==> config.mk <==
export PLATFORM = sky130hd
export DESIGN_NAME = bcd_scan_decoder
export DESIGN_NICKNAME = d
export VERILOG_FILES = /design/src/rtl/bcd_scan_decoder.sv
export SDC_FILE = /design/constraint.sdc
export NUM_CORES = 1
export LEC_CHECK = 0
export ABC_CLOCK_PERIOD_IN_PS = 2100
export CAP_MARGIN = 5
export CORE_ASPECT_RATIO = 0.6
export CORE_UTILIZATION = 44
export DETAILED_ROUTE_END_ITERATION = 10
export PLACE_DENSITY = 0.75
export SYNTH_ARGS = -nofsm -noshare
export SYNTH_HDL_FRONTEND = slang
export SYNTH_SLANG_ARGS = --single-unit
==> constraint.sdc <==
create_clock -name clk -period 2.1 [get_ports clk]
set_clock_uncertainty 0.15 [all_clocks]
set_input_delay 0.21 -clock clk [delete_from_list [all_inputs] [get_ports clk]]
set_output_delay 0.21 -clock clk [all_outputs]
set_load 0.01 [all_outputs]
==> src/rtl/bcd_scan_decoder.sv <==
// Time-multiplexed BCD-to-decimal scan decoder: latches an N-digit packed BCD word and
// shows one digit at a time (LSD first) as a one-hot decimal plus one-hot digit select.
module bcd_scan_decoder #(
    parameter int N_DIGITS   = 4,
    parameter int DWELL      = 3,
    parameter int CONTINUOUS = 0,
    parameter int LZ_BLANK   = 0
) (
    input  logic                  clk,
    input  logic                  rst,
    input  logic                  in_valid,
    output logic                  in_ready,
    input  logic [4*N_DIGITS-1:0] in_bcd,
    output logic [9:0]            dec_out,
    output logic [N_DIGITS-1:0]   digit_sel,
    output logic                  scan_active,
    output logic                  frame_done,
    output logic                  err_invalid
);
    localparam int IW = (N_DIGITS > 1) ? $clog2(N_DIGITS) : 1;
    localparam int DW = (DWELL > 1) ? $clog2(DWELL) : 1;

    typedef enum logic {IDLE, SCAN} state_t;

    state_t                     state, n_state;
    logic [IW-1:0]              idx, n_idx;
    logic [DW-1:0]              dwell, n_dwell;
    logic [N_DIGITS-1:0][3:0]   word, n_word;
    logic                       hs, last, n_clr;
    logic [N_DIGITS:0]          zero_up;
    logic [3:0]                 n_digit;
    logic                       n_bad, n_blank, n_last;

    assign last     = (idx == IW'(N_DIGITS - 1)) && (dwell == DW'(DWELL - 1));
    assign in_ready = !rst && ((state == IDLE) || ((CONTINUOUS != 0) && (state == SCAN) && last));
    assign hs       = in_valid && in_ready;

    always_comb begin
        n_state = state;
        n_idx   = idx;
        n_dwell = dwell;
        n_word  = word;
        n_clr   = 1'b0;
        case (state)
            IDLE: begin
                if (hs) begin
                    n_state = SCAN;
                    n_idx   = '0;
                    n_dwell = '0;
                    n_word  = in_bcd;
                    n_clr   = 1'b1;
                end
            end
            default: begin
                if (last) begin
                    n_idx   = '0;
                    n_dwell = '0;
                    if (CONTINUOUS == 0) begin
                        n_state = IDLE;
                    end else if (hs) begin
                        n_word = in_bcd;
                        n_clr  = 1'b1;
                    end
                end else if (dwell == DW'(DWELL - 1)) begin
                    n_dwell = '0;
                    n_idx   = idx + 1'b1;
                end else begin
                    n_dwell = dwell + 1'b1;
                end
            end
        endcase
    end

    // zero_up[k]: digit k and every more-significant digit are literal zeros
    always_comb begin
        zero_up           = '0;
        zero_up[N_DIGITS] = 1'b1;
        for (int k = N_DIGITS - 1; k >= 0; k--)
            zero_up[k] = zero_up[k+1] && (n_word[k] == 4'd0);
    end

    assign n_digit = n_word[n_idx];
    assign n_bad   = (n_digit > 4'd9);
    assign n_blank = (LZ_BLANK != 0) && (n_idx != '0) && zero_up[int'(n_idx)];
    assign n_last  = (n_idx == IW'(N_DIGITS - 1)) && (n_dwell == DW'(DWELL - 1));

    // Outputs are registered from the next-state view so they line up with idx/dwell
    always_ff @(posedge clk) begin
        if (rst) begin
            state       <= IDLE;
            idx         <= '0;
            dwell       <= '0;
            word        <= '0;
            dec_out     <= '0;
            digit_sel   <= '0;
            scan_active <= 1'b0;
            frame_done  <= 1'b0;
            err_invalid <= 1'b0;
        end else begin
            state <= n_state;
            idx   <= n_idx;
            dwell <= n_dwell;
            word  <= n_word;
            if (n_state == SCAN) begin
                scan_active <= 1'b1;
                digit_sel   <= N_DIGITS'(1) << n_idx;
                dec_out     <= (n_bad || n_blank) ? 10'd0 : (10'd1 << n_digit);
                frame_done  <= n_last;
                err_invalid <= (n_clr ? 1'b0 : err_invalid) | n_bad;
            end else begin
                scan_active <= 1'b0;
                digit_sel   <= '0;
                dec_out     <= '0;
                frame_done  <= 1'b0;
            end
        end
    end
endmodule
==> results summary <==
The number of rows in the core area is 16. The delay of the slowest cell on the worst path came out at 0.43 ns. The number of routed nets with antenna violations is 0.

The count of nets after finishing came out at 239. The clock buffer count from CTS is 5. Entering global routing, the biggest net connects 25 pins.

The post-route minimum period came out at 2.267 ns. The count of unresolved DRC violations after routing is 0. The critical path goes through or3b_4 > buf_6 > mux2i_1 > mux2i_2 > and3b_1 > o21ai_2 > nor2_1. The first-pass GRT wire length is 5609 µm.

STA puts the critical path data required time at 2.13 ns. The end point of the most critical hold path is dwell[1]. The share of synthesized area occupied by flip-flops and latches is 0.4797. The fraction of synthesis flops using an asynchronous set or reset pin is 0. The cell-internal power came out at 1.107 mW. At the pin with the least slew margin, the transition time is 0.3786 ns. The number of synthesized flops with an enable pin is 0.

The initial antenna violation count is 0. The cell count after placement is 245. In this run the most critical hold path is launched from in_valid. The worst voltage drop across the vdd grid is 0.6527 mV. The via total after detailed routing is 1337. Of the total power, the share spent switching nets is 0.2598. The maximum root-to-sink buffer count came out at 2. The mean routed wirelength per cell is 15.53 µm. The width of the die is 78.48 µm. The most used flip-flop cell after synthesis is dfxtp_1. After the first detailed-routing iteration, the DRC count stood at 77. Routability-driven placement finished with a final weighted congestion of 0.7759. The number of fill cells in the layout is 201. The cell depth of the worst flop-to-flop path is 7. The synthesized flop and latch total is 37. The overall power is 1.496 mW. The number of input and output port buffers inserted came out at 36. The worst hold path was traced through 4 stages. The flop-to-flop setup slack is -0.17 ns. The worst hold slack across all endpoints is 0.3192 ns.

The headroom to the max-slew limit came out at 0.7404. Yosys printed 0 warnings. The clock power share is 0.322. From bottom edge to top edge, the die measures 47.89 µm. The overall die area is 0.003758 mm². The power spent charging and discharging nets is 0.3887 mW. The number of iterations in the first detailed-routing pass came out at 4. The via count of the first global-routing pass came to 1192.

The final cycle utilization of the critical path came out at 1.080. The routed wire length came out at 4115 µm. A synthesized cell averages 10.80 µm². STA classifies the critical path endpoint as a flip-flop. The post-placement worst setup slack came out at -0.5750 ns. The detailed-placement wirelength estimate came out at 2497 µm. The number of top-level design ports is 37. The number of maximum-capacitance violations is 0.

In this run the standard cell core region covers 0.003303 mm². The total area of sequential cells is 742.0 µm². The synthesized cell area is 0.001544 mm². The cell sitting at the root of the clock tree is a clkbuf_8. The number of nets in the synthesized netlist came out at 163. After technology mapping, the gate count stands at 143.

For this configuration, the core starts out at a cell density of 0.4674. TritonCTS built the clock tree. The final antenna diode count came out at 0. The slowest stage of the critical path is the or3b_4 cell. The netlist uses 28 different library cells. The maximum clock frequency is 0.4411 GHz. The leakage power figure came out at 1.053 nW.

The logic gate share of total power came out at 0.186. At the worst endpoint, the arrival time is 2.29 ns. The final max-slew violation count is 0. The critical path is of the flip-flop to flip-flop type. The run finished, with violations left. The min-delay analysis places its worst path in the category primary input to flip-flop. The kind of launch point of the worst setup path is a flip-flop.

The largest fanout on the critical path is 12. The relative area change from synthesis to final layout is 64.10%. The total congestion overflow after global routing is 0. The start of the worst register-to-register path is scan_active.

The checks that failed: negative setup slack. The fraction of layout instances using a drive strength above 1 came out at 0.3636. The clock transition at the registers of the reported paths came out at 0.07 ns. Setup slack on the critical path of the routed design comes to -0.1670 ns. The combined area of the multi-input logic cells is 914.6 µm².

The end-of-flow core utilization came out at 0.7670. The final instance count without filler cells is 265. The ratio of total power to cell area is 590.5 mW/mm². Setup repair after global routing could not meet its margin everywhere. The H-tree depth came out at 2. The endpoint identified for the worst register-to-register timing path is dec_out[5].

The latest clock arrival within the worst-skew pair is 0.29 ns. Across every metal layer, demand over resource in global routing totals 0.2081. The number of setup violations in the final report is 11.

For this design, the sink count on the clock tree is 37. The final hold violation count came to 0. The vias per cell is 5.045. The share of total power in sequential cells came out at 0.492.
==> critical path, delay by kind of cell (launching register included) <==
kind                   cells  cell delay [ns]
AND/OR/NAND/NOR            3             0.75
flip-flops                 1             0.34
buffers and inverters      1             0.20
multiplexers               2             0.49
AO/OA/AOI/OAI              1             0.23
==> state kept, by name, indices dropped and copies added, names as in the netlist <==
register     cells
word            16
dec_out         10
digit_sel        4
dwell            2
idx              2
err_invalid      1
frame_done       1
scan_active      1
==> synth_stat cells, types with 3 or more instances <==
| cell | instances | area, µm² |
|---|---|---|
| and3b_1 | 4 | 35.03 |
| buf_6 | 3 | 33.78 |
| clkbuf_1 | 3 | 11.26 |
| dfxtp_1 | 37 | 740.7 |
| mux2i_1 | 25 | 250.2 |
| nand2_1 | 3 | 11.26 |
| nand2b_1 | 3 | 18.77 |
| nand3b_1 | 3 | 22.52 |
| nor2_1 | 32 | 120.1 |
| nor3_2 | 3 | 30.03 |
| nor3b_1 | 6 | 45.04 |
==> worst max path at each step <==
stage | startpoint | to | slack, ns | cells past startpoint
2_1_floorplan | scan_active | dec_out[7] | -0.08 | 8
3_3_place_gp | in_valid | dec_out[3] | -0.54 | 9
4_1_cts | scan_active | dec_out[5] | -0.14 | 8
6_report | scan_active | dec_out[5] | -0.17 | 7
5_1_grt | scan_active | err_invalid | -0.23 | 8
3_5_place_dp | in_valid | dec_out[3] | -0.57 | 9
==> cell families (layout without fill, tap and decap cells) <==
kind of cell / Yosys count / in the layout / synth area share
multiplexers: 28 / 28 / 0.1929
adder cells (fa/ha/maj): 1 / 1 / 0.008102
AO/OA/AOI/OAI: 10 / 10 / 0.07293
buffers and inverters: 8 / 85 / 0.03565
flip-flops: 37 / 37 / 0.4797
AND/OR/NAND/NOR: 59 / 59 / 0.2107
==> power groups by stage <==
stage               sequential, mW  clock (mW)  combinational (mW)
detailed placement           0.751           0               0.228
CTS                          0.735       0.483               0.250
finish                       0.736       0.482               0.278
global route                 0.738       0.522               0.295
global placement             0.749           0               0.223
floorplan                    0.754           0               0.115
==> layer usage <==
layer,track usage,part of all wire
met5,0,0
met4,0.09259,0.011
met3,0.06857,0.053
met2,0.3491,0.48
met1,0.2549,0.46
==> timing repair <==
item,CTS,global route
hold buffers,0,0
setup buffers,8,4
pin swaps,7,3
resized for setup,17,12
endpoints found under the setup margin,11,11
==> layout by cell type (no fill, tap or decap), types with 3 or more instances in the layout <==
master           instances
mux2i_4                 11
mux2i_1                 11
nor3b_2                  3
mux2i_2                  5
clkbuf_8                 5
nor2_1                  32
buf_4                   33
nand2_1                  3
and3b_1                  4
nand3b_1                 3
clkdlybuf4s50_1         34
buf_6                    3
nor3_2                   3
nor3b_1                  3
nand2b_1                 3
dfxtp_1                 36
buf_12                   4
==> through the flow <==
stage / area (µm²) / TNS, ns
6_report: 2534 / -1.460
5_1_grt: 2534 / -2.209
4_1_cts: 2414 / -1.020
3_5_place_dp: 2212 / -6.446
3_3_place_gp: 2212 / -5.645
2_1_floorplan: 1604 / -0.5543
==> area by class of cell <==
| class | count | share of cell area |
|---|---|---|
| Timing Repair Buffer | 77 | 0.2899 |
| Tap cell | 45 | 0.02222 |
| Clock inverter | 3 | 0.006914 |
| Multi-Input combinational cell | 98 | 0.3610 |
| Clock buffer | 5 | 0.02716 |
| Sequential cell | 37 | 0.2928 |
No activity file was read; power rests on OpenSTA's default activity.
